===== config.mk =====
export PLATFORM = sky130hd
export DESIGN_NAME = ram_burst_controller_flat
export DESIGN_NICKNAME = d
export VERILOG_FILES = /design/src/rtl/ram_burst_controller_if.sv /design/src/rtl/ram_burst_controller.sv /design/src/flat_wrapper.sv
export SDC_FILE = /design/constraint.sdc
export NUM_CORES = 1
export LEC_CHECK = 0
export ABC_AREA = 1
export BUFFER_PORTS_ARGS = -buffer_cell sky130_fd_sc_hd__buf_2
export CORE_MARGIN = 1
export CORE_UTILIZATION = 60
export CTS_BUF_LIST = sky130_fd_sc_hd__clkbuf_8
export DETAILED_ROUTE_END_ITERATION = 16
export PLACE_DENSITY = 0.86
export RECOVER_POWER = 25
export SLEW_MARGIN = 20
export SYNTH_ARGS = -nofsm -noshare
export SYNTH_HDL_FRONTEND = slang
export SYNTH_SLANG_ARGS = --single-unit

===== constraint.sdc =====
create_clock -name i_clock -period 4.65 [get_ports i_clock]
set_input_delay 0.93 -clock i_clock [delete_from_list [all_inputs] [get_ports i_clock]]
set_output_delay 0.93 -clock i_clock [all_outputs]
set_load 0.05 [all_outputs]

===== src/rtl/ram_burst_controller_if.sv =====
// Bundle of CPU-side and RAM-side signals for ram_burst_controller.
//  CPU side : read, write, address, datain -> controller; dataout, done, busy <- controller
//  RAM side : ramdatain -> controller; ramdataout, ramdata_oe, bank, bankgroup,
//             addressram, active, cs1, refresh <- controller
//  master   : the agent driving requests and RAM read data (CPU / test bench)
//  slave    : the controller itself
interface ram_burst_controller_if #(
  parameter int unsigned WORD_W = 64,
  parameter int unsigned BEAT_W = 8,
  parameter int unsigned ADDR_W = 64,
  parameter int unsigned ROW_W  = 18
);
  logic              read;
  logic              write;
  logic [ADDR_W-1:0] address;
  logic [WORD_W-1:0] datain;
  logic [WORD_W-1:0] dataout;
  logic              done;
  logic              busy;
  logic [BEAT_W-1:0] ramdatain;
  logic [BEAT_W-1:0] ramdataout;
  logic              ramdata_oe;
  logic [1:0]        bank;
  logic [1:0]        bankgroup;
  logic [ROW_W-1:0]  addressram;
  logic              active;
  logic              cs1;
  logic              refresh;

  modport master (
    output read, write, address, datain, ramdatain,
    input  dataout, done, busy, ramdataout, ramdata_oe, bank, bankgroup, addressram,
    input  active, cs1, refresh
  );

  modport slave (
    input  read, write, address, datain, ramdatain,
    output dataout, done, busy, ramdataout, ramdata_oe, bank, bankgroup, addressram,
    output active, cs1, refresh
  );
endinterface


===== src/rtl/ram_burst_controller.sv =====
// CPU-to-RAM burst bridge. Takes one WORD_W-bit read or write, issues ACTIVATE, waits TRCD
// cycles, issues a column command with auto-precharge, then moves WORD_W/BEAT_W beats LSB
// first. A free-running counter raises a refresh request every REF_INT clocks; it is serviced
// at the next IDLE and takes priority over CPU requests.
// Ports:
//  i_clock   : clock, rising edge
//  i_resetin : asynchronous active-low reset
//  io_bus    : ram_burst_controller_if.slave (CPU request/response and RAM pins)
module ram_burst_controller #(
  parameter int unsigned WORD_W  = 64,
  parameter int unsigned BEAT_W  = 8,
  parameter int unsigned ADDR_W  = 64,
  parameter int unsigned ROW_W   = 18,
  parameter int unsigned COL_W   = 10,
  parameter int unsigned TRCD    = 1,
  parameter int unsigned REF_INT = 1024,
  parameter int unsigned REF_CYC = 4
) (
  input logic                     i_clock,
  input logic                     i_resetin,
  ram_burst_controller_if.slave   io_bus
);

  localparam int unsigned BEATS   = WORD_W / BEAT_W;
  localparam int unsigned CNT_MAX = (BEATS > TRCD) ? ((BEATS > REF_CYC) ? BEATS : REF_CYC)
                                                   : ((TRCD > REF_CYC) ? TRCD : REF_CYC);
  localparam int unsigned CNT_W   = $clog2(CNT_MAX + 1);
  localparam int unsigned REF_W   = (REF_INT > 1) ? $clog2(REF_INT) : 1;
  localparam int unsigned ROW_LSB = ADDR_W - 4 - ROW_W;

  typedef enum logic [2:0] {
    StIdle,
    StAct,
    StWait,
    StCmd,
    StXfer,
    StDone,
    StRef
  } state_e;

  state_e             r_state;
  state_e             w_state_next;
  logic [CNT_W-1:0]   r_cnt;
  logic [CNT_W-1:0]   w_cnt_next;

  logic [REF_W-1:0]   r_ref_cnt;
  logic               r_ref_pending;
  logic               w_ref_wrap;

  logic               r_is_read;
  logic [1:0]         r_bank;
  logic [1:0]         r_grp;
  logic [ROW_W-1:0]   r_row;
  logic [COL_W-1:0]   r_col;
  logic [WORD_W-1:0]  r_wdata;
  logic [WORD_W-1:0]  r_shadow;
  logic [WORD_W-1:0]  r_dataout;

  logic               w_accept;
  logic               w_last_beat;
  int unsigned        w_beat_lsb;
  logic [WORD_W-1:0]  w_shadow_next;
  logic [ROW_W-1:0]   w_cmd_word;
  logic               w_unused;

  // Only the bank/group/row/column fields of the address are used.
  assign w_unused = ^io_bus.address;

  assign w_accept    = (r_state == StIdle) && !r_ref_pending && (io_bus.read || io_bus.write);
  assign w_last_beat = (r_cnt == CNT_W'(BEATS - 1));
  assign w_beat_lsb  = 32'(r_cnt) * BEAT_W;
  assign w_ref_wrap  = (r_ref_cnt == REF_W'(REF_INT - 1));

  // ---------------------------------------------------------------------------------------
  // State register
  // ---------------------------------------------------------------------------------------
  always_ff @(posedge i_clock or negedge i_resetin) begin
    if (!i_resetin) begin
      r_state <= StIdle;
      r_cnt   <= '0;
    end else begin
      r_state <= w_state_next;
      r_cnt   <= w_cnt_next;
    end
  end

  // ---------------------------------------------------------------------------------------
  // Next-state logic; r_cnt is reused as wait, beat and refresh-hold counter
  // ---------------------------------------------------------------------------------------
  always_comb begin
    w_state_next = r_state;
    w_cnt_next   = r_cnt;
    unique case (r_state)
      StIdle: begin
        w_cnt_next = '0;
        if (r_ref_pending) begin
          w_state_next = StRef;
        end else if (io_bus.read || io_bus.write) begin
          w_state_next = StAct;
        end
      end
      StAct: begin
        w_state_next = StWait;
        w_cnt_next   = '0;
      end
      StWait: begin
        if (r_cnt == CNT_W'(TRCD - 1)) begin
          w_state_next = StCmd;
          w_cnt_next   = '0;
        end else begin
          w_cnt_next = r_cnt + CNT_W'(1);
        end
      end
      StCmd: begin
        w_state_next = StXfer;
        w_cnt_next   = '0;
      end
      StXfer: begin
        if (w_last_beat) begin
          w_state_next = StDone;
          w_cnt_next   = '0;
        end else begin
          w_cnt_next = r_cnt + CNT_W'(1);
        end
      end
      StDone: begin
        w_state_next = StIdle;
      end
      StRef: begin
        if (r_cnt == CNT_W'(REF_CYC - 1)) begin
          w_state_next = StIdle;
          w_cnt_next   = '0;
        end else begin
          w_cnt_next = r_cnt + CNT_W'(1);
        end
      end
      default: begin
        w_state_next = StIdle;
        w_cnt_next   = '0;
      end
    endcase
  end

  // ---------------------------------------------------------------------------------------
  // Refresh interval counter. A wrap on the same edge as REF entry re-arms the request.
  // ---------------------------------------------------------------------------------------
  always_ff @(posedge i_clock or negedge i_resetin) begin
    if (!i_resetin) begin
      r_ref_cnt     <= '0;
      r_ref_pending <= 1'b0;
    end else begin
      r_ref_cnt <= w_ref_wrap ? '0 : r_ref_cnt + REF_W'(1);
      if (w_ref_wrap) begin
        r_ref_pending <= 1'b1;
      end else if (r_state == StIdle && r_ref_pending) begin
        r_ref_pending <= 1'b0;
      end
    end
  end

  // ---------------------------------------------------------------------------------------
  // Request latch and read assembly
  // ---------------------------------------------------------------------------------------
  always_comb begin
    w_shadow_next = r_shadow;
    w_shadow_next[w_beat_lsb +: BEAT_W] = io_bus.ramdatain;
  end

  always_ff @(posedge i_clock or negedge i_resetin) begin
    if (!i_resetin) begin
      r_is_read <= 1'b0;
      r_bank    <= '0;
      r_grp     <= '0;
      r_row     <= '0;
      r_col     <= '0;
      r_wdata   <= '0;
      r_shadow  <= '0;
      r_dataout <= '0;
    end else begin
      if (w_accept) begin
        // Read wins when both are requested; the write is dropped.
        r_is_read <= io_bus.read;
        r_bank    <= io_bus.address[ADDR_W-1 -: 2];
        r_grp     <= io_bus.address[ADDR_W-3 -: 2];
        r_row     <= io_bus.address[ROW_LSB +: ROW_W];
        r_col     <= io_bus.address[COL_W-1:0];
        r_wdata   <= io_bus.datain;
      end
      if (r_state == StXfer && r_is_read) begin
        r_shadow <= w_shadow_next;
        // Publish on the final beat so dataout is already valid while done is high.
        if (w_last_beat) begin
          r_dataout <= w_shadow_next;
        end
      end
    end
  end

  // ---------------------------------------------------------------------------------------
  // Column command word: auto-precharge on bit 10, read/write on bit 14
  // ---------------------------------------------------------------------------------------
  always_comb begin
    w_cmd_word             = '0;
    w_cmd_word[16]         = 1'b1;
    w_cmd_word[15]         = 1'b0;
    w_cmd_word[14]         = r_is_read;
    w_cmd_word[12]         = 1'b0;
    w_cmd_word[10]         = 1'b1;
    w_cmd_word[COL_W-1:0]  = r_col;
  end

  // ---------------------------------------------------------------------------------------
  // Outputs, decoded from state only
  // ---------------------------------------------------------------------------------------
  always_comb begin
    io_bus.cs1        = 1'b1;
    io_bus.active     = 1'b0;
    io_bus.refresh    = 1'b0;
    io_bus.done       = 1'b0;
    io_bus.busy       = (r_state != StIdle);
    io_bus.ramdata_oe = 1'b0;
    io_bus.ramdataout = '0;
    io_bus.bank       = '0;
    io_bus.bankgroup  = '0;
    io_bus.addressram = '0;
    io_bus.dataout    = r_dataout;
    unique case (r_state)
      StIdle: begin
      end
      StAct: begin
        io_bus.cs1        = 1'b0;
        io_bus.active     = 1'b1;
        io_bus.bank       = r_bank;
        io_bus.bankgroup  = r_grp;
        io_bus.addressram = r_row;
      end
      StWait: begin
      end
      StCmd: begin
        io_bus.cs1        = 1'b0;
        io_bus.bank       = r_bank;
        io_bus.bankgroup  = r_grp;
        io_bus.addressram = w_cmd_word;
      end
      StXfer: begin
        io_bus.cs1 = 1'b0;
        if (!r_is_read) begin
          io_bus.ramdata_oe = 1'b1;
          io_bus.ramdataout = r_wdata[w_beat_lsb +: BEAT_W];
        end
      end
      StDone: begin
        io_bus.done = 1'b1;
      end
      StRef: begin
        io_bus.cs1     = 1'b0;
        io_bus.refresh = 1'b1;
      end
      default: begin
      end
    endcase
  end

endmodule


===== src/flat_wrapper.sv =====
// flat-port wrapper written by rule: the top's interface ports become plain ports
module ram_burst_controller_flat 
#(
  parameter int unsigned WORD_W  = 64,
  parameter int unsigned BEAT_W  = 8,
  parameter int unsigned ADDR_W  = 64,
  parameter int unsigned ROW_W   = 18,
  parameter int unsigned COL_W   = 10,
  parameter int unsigned TRCD    = 1,
  parameter int unsigned REF_INT = 1024,
  parameter int unsigned REF_CYC = 4
)
  (i_clock, i_resetin, io_bus_read, io_bus_write, io_bus_address, io_bus_datain, io_bus_ramdatain, io_bus_dataout, io_bus_done, io_bus_busy, io_bus_ramdataout, io_bus_ramdata_oe, io_bus_bank, io_bus_bankgroup, io_bus_addressram, io_bus_active, io_bus_cs1, io_bus_refresh);
  ram_burst_controller_if #(.WORD_W(WORD_W), .BEAT_W(BEAT_W), .ADDR_W(ADDR_W), .ROW_W(ROW_W)) io_bus_i ();
  input logic i_clock;
  input logic i_resetin;
  input wire logic [$bits(io_bus_i.read)-1:0] io_bus_read;
  input wire logic [$bits(io_bus_i.write)-1:0] io_bus_write;
  input wire logic [$bits(io_bus_i.address)-1:0] io_bus_address;
  input wire logic [$bits(io_bus_i.datain)-1:0] io_bus_datain;
  input wire logic [$bits(io_bus_i.ramdatain)-1:0] io_bus_ramdatain;
  output wire logic [$bits(io_bus_i.dataout)-1:0] io_bus_dataout;
  output wire logic [$bits(io_bus_i.done)-1:0] io_bus_done;
  output wire logic [$bits(io_bus_i.busy)-1:0] io_bus_busy;
  output wire logic [$bits(io_bus_i.ramdataout)-1:0] io_bus_ramdataout;
  output wire logic [$bits(io_bus_i.ramdata_oe)-1:0] io_bus_ramdata_oe;
  output wire logic [$bits(io_bus_i.bank)-1:0] io_bus_bank;
  output wire logic [$bits(io_bus_i.bankgroup)-1:0] io_bus_bankgroup;
  output wire logic [$bits(io_bus_i.addressram)-1:0] io_bus_addressram;
  output wire logic [$bits(io_bus_i.active)-1:0] io_bus_active;
  output wire logic [$bits(io_bus_i.cs1)-1:0] io_bus_cs1;
  output wire logic [$bits(io_bus_i.refresh)-1:0] io_bus_refresh;
  assign io_bus_i.read = io_bus_read;
  assign io_bus_i.write = io_bus_write;
  assign io_bus_i.address = io_bus_address;
  assign io_bus_i.datain = io_bus_datain;
  assign io_bus_i.ramdatain = io_bus_ramdatain;
  assign io_bus_dataout = io_bus_i.dataout;
  assign io_bus_done = io_bus_i.done;
  assign io_bus_busy = io_bus_i.busy;
  assign io_bus_ramdataout = io_bus_i.ramdataout;
  assign io_bus_ramdata_oe = io_bus_i.ramdata_oe;
  assign io_bus_bank = io_bus_i.bank;
  assign io_bus_bankgroup = io_bus_i.bankgroup;
  assign io_bus_addressram = io_bus_i.addressram;
  assign io_bus_active = io_bus_i.active;
  assign io_bus_cs1 = io_bus_i.cs1;
  assign io_bus_refresh = io_bus_i.refresh;
  ram_burst_controller #(.WORD_W(WORD_W), .BEAT_W(BEAT_W), .ADDR_W(ADDR_W), .ROW_W(ROW_W), .COL_W(COL_W), .TRCD(TRCD), .REF_INT(REF_INT), .REF_CYC(REF_CYC)) u_core (.i_clock(i_clock), .i_resetin(i_resetin), .io_bus(io_bus_i));
endmodule

# --- After elaboration in Yosys (flattened, before gate mapping) ---
# Cells that the tools add are included.
op_classes:
  addsub: 3
  n_eq_ne: 13
  n_shift: 3
  muxes: 25
  reduce_logical: 14
ops:
  columns: ["operator", "count"]
  rows:
  - ["bitwise mux 64 bit", 1]
  - ["variable shift 8 x 34 -> 64 bit, first input constant", 1]
  - ["indexed part select 64 x 8 -> 8 bit", 1]
  - ["indexed part select 8 x 34 -> 64 bit", 1]
  - ["case mux 18 bit (2 select lines)", 1]
  - ["negation 7 -> 34 bit", 1]
  - ["case mux 3 bit (6 select lines)", 1]
  - ["two-way mux 8 bit", 2]
  - ["case mux 4 bit (4 select lines)", 1]
  - ["two-way mux 3 bit", 5]
  - ["two-way mux 4 bit", 3]
  - ["adder 10 x 1 -> 10 bit, second input constant", 1]
  - ["equality test 10 bit, second input constant", 1]
  - ["two-way mux 10 bit", 1]
  - ["equality test 3 bit, second input constant", 3]
  - ["two-way mux 1 bit", 8]
  - ["equality test 3 x 2 -> 1 bit, second input constant", 2]
  - ["inequality test 2 x 1 -> 1 bit, second input constant", 3]
  - ["adder 4 x 1 -> 4 bit, second input constant", 1]
  - ["equality test 4 x 2 -> 1 bit, second input constant", 1]
  - ["equality test 4 x 3 -> 1 bit, second input constant", 1]
  - ["logical AND 1 bit", 4]
  - ["zero test 4 bit", 1]
  - ["two-way mux 2 bit", 2]
  - ["11 further kinds", 11]
word_totals:
  reg_bits: 243
  input_bits: 140
  out_inout_bits: 100

# --- Logic depth before layout (Yosys ltp) ---
depth:
  depth_word: 4
  ltp_mapped: 14

# --- Least setup slack after synthesis ---
# OpenSTA, ideal clock, no wires.
synth_timing:
  kind: "register to output"
  from: "reg u_core.r_state[0]"
  to: "out io_bus_ramdataout[0]"
  arrival_ps: 2494
  required_time_ps: 3720
  path_slack_ps: 1226
  path_stages_with_launch: 6
  path_buffers: 0
  cell_sequence: "dfrtp_1 -> nor2_1 -> nand2_1 -> nor2_1 -> inv_1 -> a21oi_1"
synth_between:
  elab_chain_cells: 2
synth_rtl:
  columns: ["element", "line_no", "rtl"]
  rows:
  - ["start, declared", "ram_burst_controller.sv:41", "state_e r_state;"]
  - ["start signal, assigned", "ram_burst_controller.sv:79", "r_state <= StIdle;"]
  - ["start signal, assigned", "ram_burst_controller.sv:82", "r_state <= w_state_next;"]
  - ["equality test 3 bit", "ram_burst_controller.sv:227", "unique case (r_state)"]
  - ["two-way mux 8 bit", "ram_burst_controller.sv:227", null]
  - ["end, declared", "flat_wrapper.sv:25", "output wire logic [$bits(io_bus_i.ramdataout)-1:0] io_bus_ramdataout;"]
# No other way between the ends.

# --- Worst setup path after layout ---
layout_timing:
  from: "reg u_core.r_state[0]"
  to: "out io_bus_addressram[9]"
layout_between:
  elab_chain_cells: 2
  word_cells_on_any_way: 3
  classes_between: "eq/ne (2); mux (1)"
layout_rtl:
  columns: ["element", "line_no", "rtl"]
  rows:
  - ["equality test 3 x 2 -> 1 bit / equality test 3 x 1 -> 1 bit (equally long branches)", "ram_burst_controller.sv:227", null]
  - ["case mux 18 bit (2 select lines) *", "ram_burst_controller.sv:227", null]
  - ["end, declared", "flat_wrapper.sv:29", "output wire logic [$bits(io_bus_i.addressram)-1:0] io_bus_addressram;"]
# Every way passes the cells marked *; elsewhere a longest branch is shown, timed or not.

==> key figures <==
Outcome
  – Status: complete, but fails checks
  – Violated checks: capacitance limit, slew limit

Place
  – Placed cell areas: 12,980 µm²
  – Port Buffers: 207
  – Dpl cells: 1,917
  – Dpl hpwl: 20,170 µm
  – Routability cong.: 0.8982

Routing
  – Initial DRC count: 920
  – DRT Wirelength: 30,000 µm
  – Vias/cell: 5.472
  – TritonRoute pass-1 iters: 6
  – Remaining DRCs: 0
  – DR vias: 10,867
  – Post-route ant nets: 0
  – Routed len/inst: 15.11 µm

Critical path
  – Type of the worst setup path: flip-flop to output port
  – Highest-delay cell along the critical path: nor2_1
  – Critical Path RT: 3720 ps
  – Startpoint Class: flip-flop
  – CP Cell Sequence: inv_1 -> nor2_1 -> inv_1 -> nor2_1 -> nand2_1 -> a21oi_1 -> buf_2
  – CP Max Fanout: 11
  – CP peak stage delay: 540 ps
  – Critical Path End Type: output port
  – Top delay family on crit path: simple AND/OR/NAND/NOR gates
  – Buf+Inv Stages, Crit Path: 3
  – Crit path DAT: 2430 ps

Finish
  – Layout area overhead: 15.75%
  – Fin util: 0.7083
  – Non-Filler Instances: 1,986
  – Fillers: 1,537
  – Share of cells above drive strength 1: 0.1919
  – Post-route cell area: 13,740 µm²
  – Final #Nets: 1,840

CTS
  – CTS HTree Levels: 2
  – Hold-fix buffers at CTS: 0
  – Post-CTS Setup Bufs: 0
  – Post_cts resized: 0
  – Clk pin slew, worst setup/hold paths: 60 ps
  – CTS Sinks: 243
  – Later-pin clock latency in the skew report: 550 ps
  – CTS tree: done
  – CTS Buf Count: 40
  – CTS Root Cell: clkbuf_8
  – Clock Path Buffers: 3

Yosys
  – Post-Synthesis Cells: 1,507
  – Sequential fraction of the synthesis area: 0.5123
  – Synth cell types: 33
  – FF+latch count, synth: 243
  – Yosys warnings: 0
  – Synthesized Nets: 1,653
  – Leading post-synthesis cells by cell area: dfrtp_1 (51%), nand2_1 (16%), o21ai_0 (6.1%), inv_1 (5.8%), nand3_1 (5.2%)
  – Synthesized cell area: 11,870 µm²
  – Synthesized area per cell: 7.877 µm²
  – Dominant cell type by area after synthesis: dfrtp_1
  – Top-area cell type share of the netlist area: 0.5123

Floorplanning
  – Die Wd: 142.7 µm
  – Core area: 19,400 µm²
  – Initial Util: 0.6119
  – FP Rows: 51
  – Die ar.: 20,350 µm²
  – Io pins: 240
  – Die Span Y: 142.7 µm

STA
  – Slew Limit Fails: 29
  – RSZ-0062 raised after global routing: no
  – Clock skew: 23.07 ps
  – Fin crit period: 3363 ps
  – Final worst-path cycle share: 0.7233
  – Final Hold Fails: 0
  – Max Fclk: 297.3 MHz
  – Least-Margin Pin Slew: 1562 ps
  – # setup viols final: 0
  – Slew HR: -0.04160
  – Setup TNS: 0 ps

Worst hold path
  – Hold crit path type: flip-flop to flip-flop

Power and ir drop
  – Psw: 0.002958 W
  – P_leak: 7.029 nW
  – Power, Total: 0.007490 W
  – Pwr Density: 545.1 nW/µm²
  – Int Pwr: 0.004531 W
  – Switching share of power: 0.3950
  – Comb power frac: 0.335
  – Worst vdd ir: 0.6133 mV
  – Clock Power Share: 0.239
  – Sequential Power Share: 0.426

Global route
  – Met1 usage: 0.3853
  – GRT Overall Usage: 0.3060
  – Met2 Resource Use GR: 0.4987
  – Global-route wire length before repair: 49,490 µm
  – GRT Max-Usage Layer: met2
  – Initial antenna violation count: 1
  – GR Layer Usage met3: 0.06304
  – Vias in the first global route: 10,525
  – Largest net degree at the start of global routing: 129
  – Congestion Overflow GR: 0

Flow run
  – Max cap viols: 1
power groups by stage:
stage,sequential [W],combinational (W),clock (W)
2_1_floorplan,0.00311,0.00198,0
3_3_place_gp,0.00317,0.00236,0
3_5_place_dp,0.00321,0.00247,0
4_1_cts,0.00318,0.00250,0.00182
5_1_grt,0.00327,0.00285,0.00192
6_report,0.00319,0.00251,0.00179
final cells by class:
cell class              count  area (µm²)  area share
flip-flops and latches    243        6082      0.4427
multi-input cells         995        4672      0.3400
repair buffers            226        1185     0.08624
inverters                 188       705.7     0.05136
clock buffers              49       674.4     0.04908
well taps                 265       331.6     0.02413
clock inverters            19       86.33    0.006284
diodes                      1       2.502   0.0001821
sequential cells by signal (all words and copies together) (netlist names), 2 cells and up:
| name | count |
|---|---|
| u_core.r_bank | 2 |
| u_core.r_wdata | 64 |
| u_core.io_bus.dataout | 64 |
| u_core.r_shadow | 64 |
| u_core.r_state | 3 |
| u_core.r_row | 18 |
| u_core.r_col | 10 |
| u_core.r_cnt | 4 |
| u_core.r_ref_cnt | 10 |
| u_core.r_grp | 2 |
worst min-delay path, cell delays in order (launching register included):
cell and delay, ps:
dfrtp_1 340, nand2_1 50, nand2_1 50
stage by stage:
stage / hold slack [ps] / setup slack [ps]
after floorplan: 449.1 / 1226
after global placement: 457.3 / 1906
after detailed placement: 461.1 / 1888
after CTS: 477.2 / 1273
after global routing: 489.8 / 1100
final: 473.4 / 1287
metal layers:
layer	wire, µm	vias up
li1	-	5168
met2	14420	501
met4	1310	0
met5	0	-
met3	2570	116
met1	11700	5082
synth_stat cells, drive strengths merged:
library cell	number
nor2	43
a22oi	1
clkinv	1
dfrtp	243
xor2	6
clkbuf	24
or2	1
nand3	127
o22ai	1
o21a	1
xnor2	3
nand2	539
o211ai	1
nor3	3
o21ai	144
ha	6
a21oi	49
nand4	70
inv	187
buf	57
path summary, 6_finish.rpt:
kind | cells past startpoint | slack (ps) | endpoint | startpoint
min reg2reg | 2 | 470 | u_core.io_bus.dataout[59] | u_core.io_bus.dataout[59]
min in group asynchronous | 1 | 500 | u_core.r_wdata[46] | i_resetin
max in group asynchronous | 2 | 2160 | u_core.r_shadow[19] | i_resetin
max | 7 | 1290 | io_bus_addressram[9] | u_core.r_state[0]
min | 2 | 470 | u_core.io_bus.dataout[59] | u_core.io_bus.dataout[59]
max reg2reg | 11 | 1870 | u_core.io_bus.dataout[31] | u_core.r_cnt[0]
logic make-up (layout without fill, tap and decap cells):
| kind of cell | after synthesis | after routing | share of synthesized area |
|---|---|---|---|
| adder cells (fa/ha/maj) | 6 | 6 | 0.006324 |
| AND/OR/NAND/NOR | 783 | 783 | 0.2942 |
| XOR/XNOR | 9 | 9 | 0.006641 |
| flip-flops | 243 | 243 | 0.5123 |
| buffers and inverters | 269 | 482 | 0.09582 |
| other | 0 | 1 | 0 |
| AO/OA/AOI/OAI | 197 | 197 | 0.08475 |
cells in the final DEF (no fill, tap or decap), drive strengths merged:
cell type  instances
dfrtp            243
nor2              43
nor3               3
inv              198
o211ai             1
clkbuf            50
buf              225
o22ai              1
clkinv             7
nand4             70
or2                1
nand3            127
diode              1
xor2               6
nand2            539
o21ai            144
clkinvlp           2
a22oi              1
a21oi             49
ha                 6
xnor2              3
o21a               1
(Power assumes the default switching activity.)
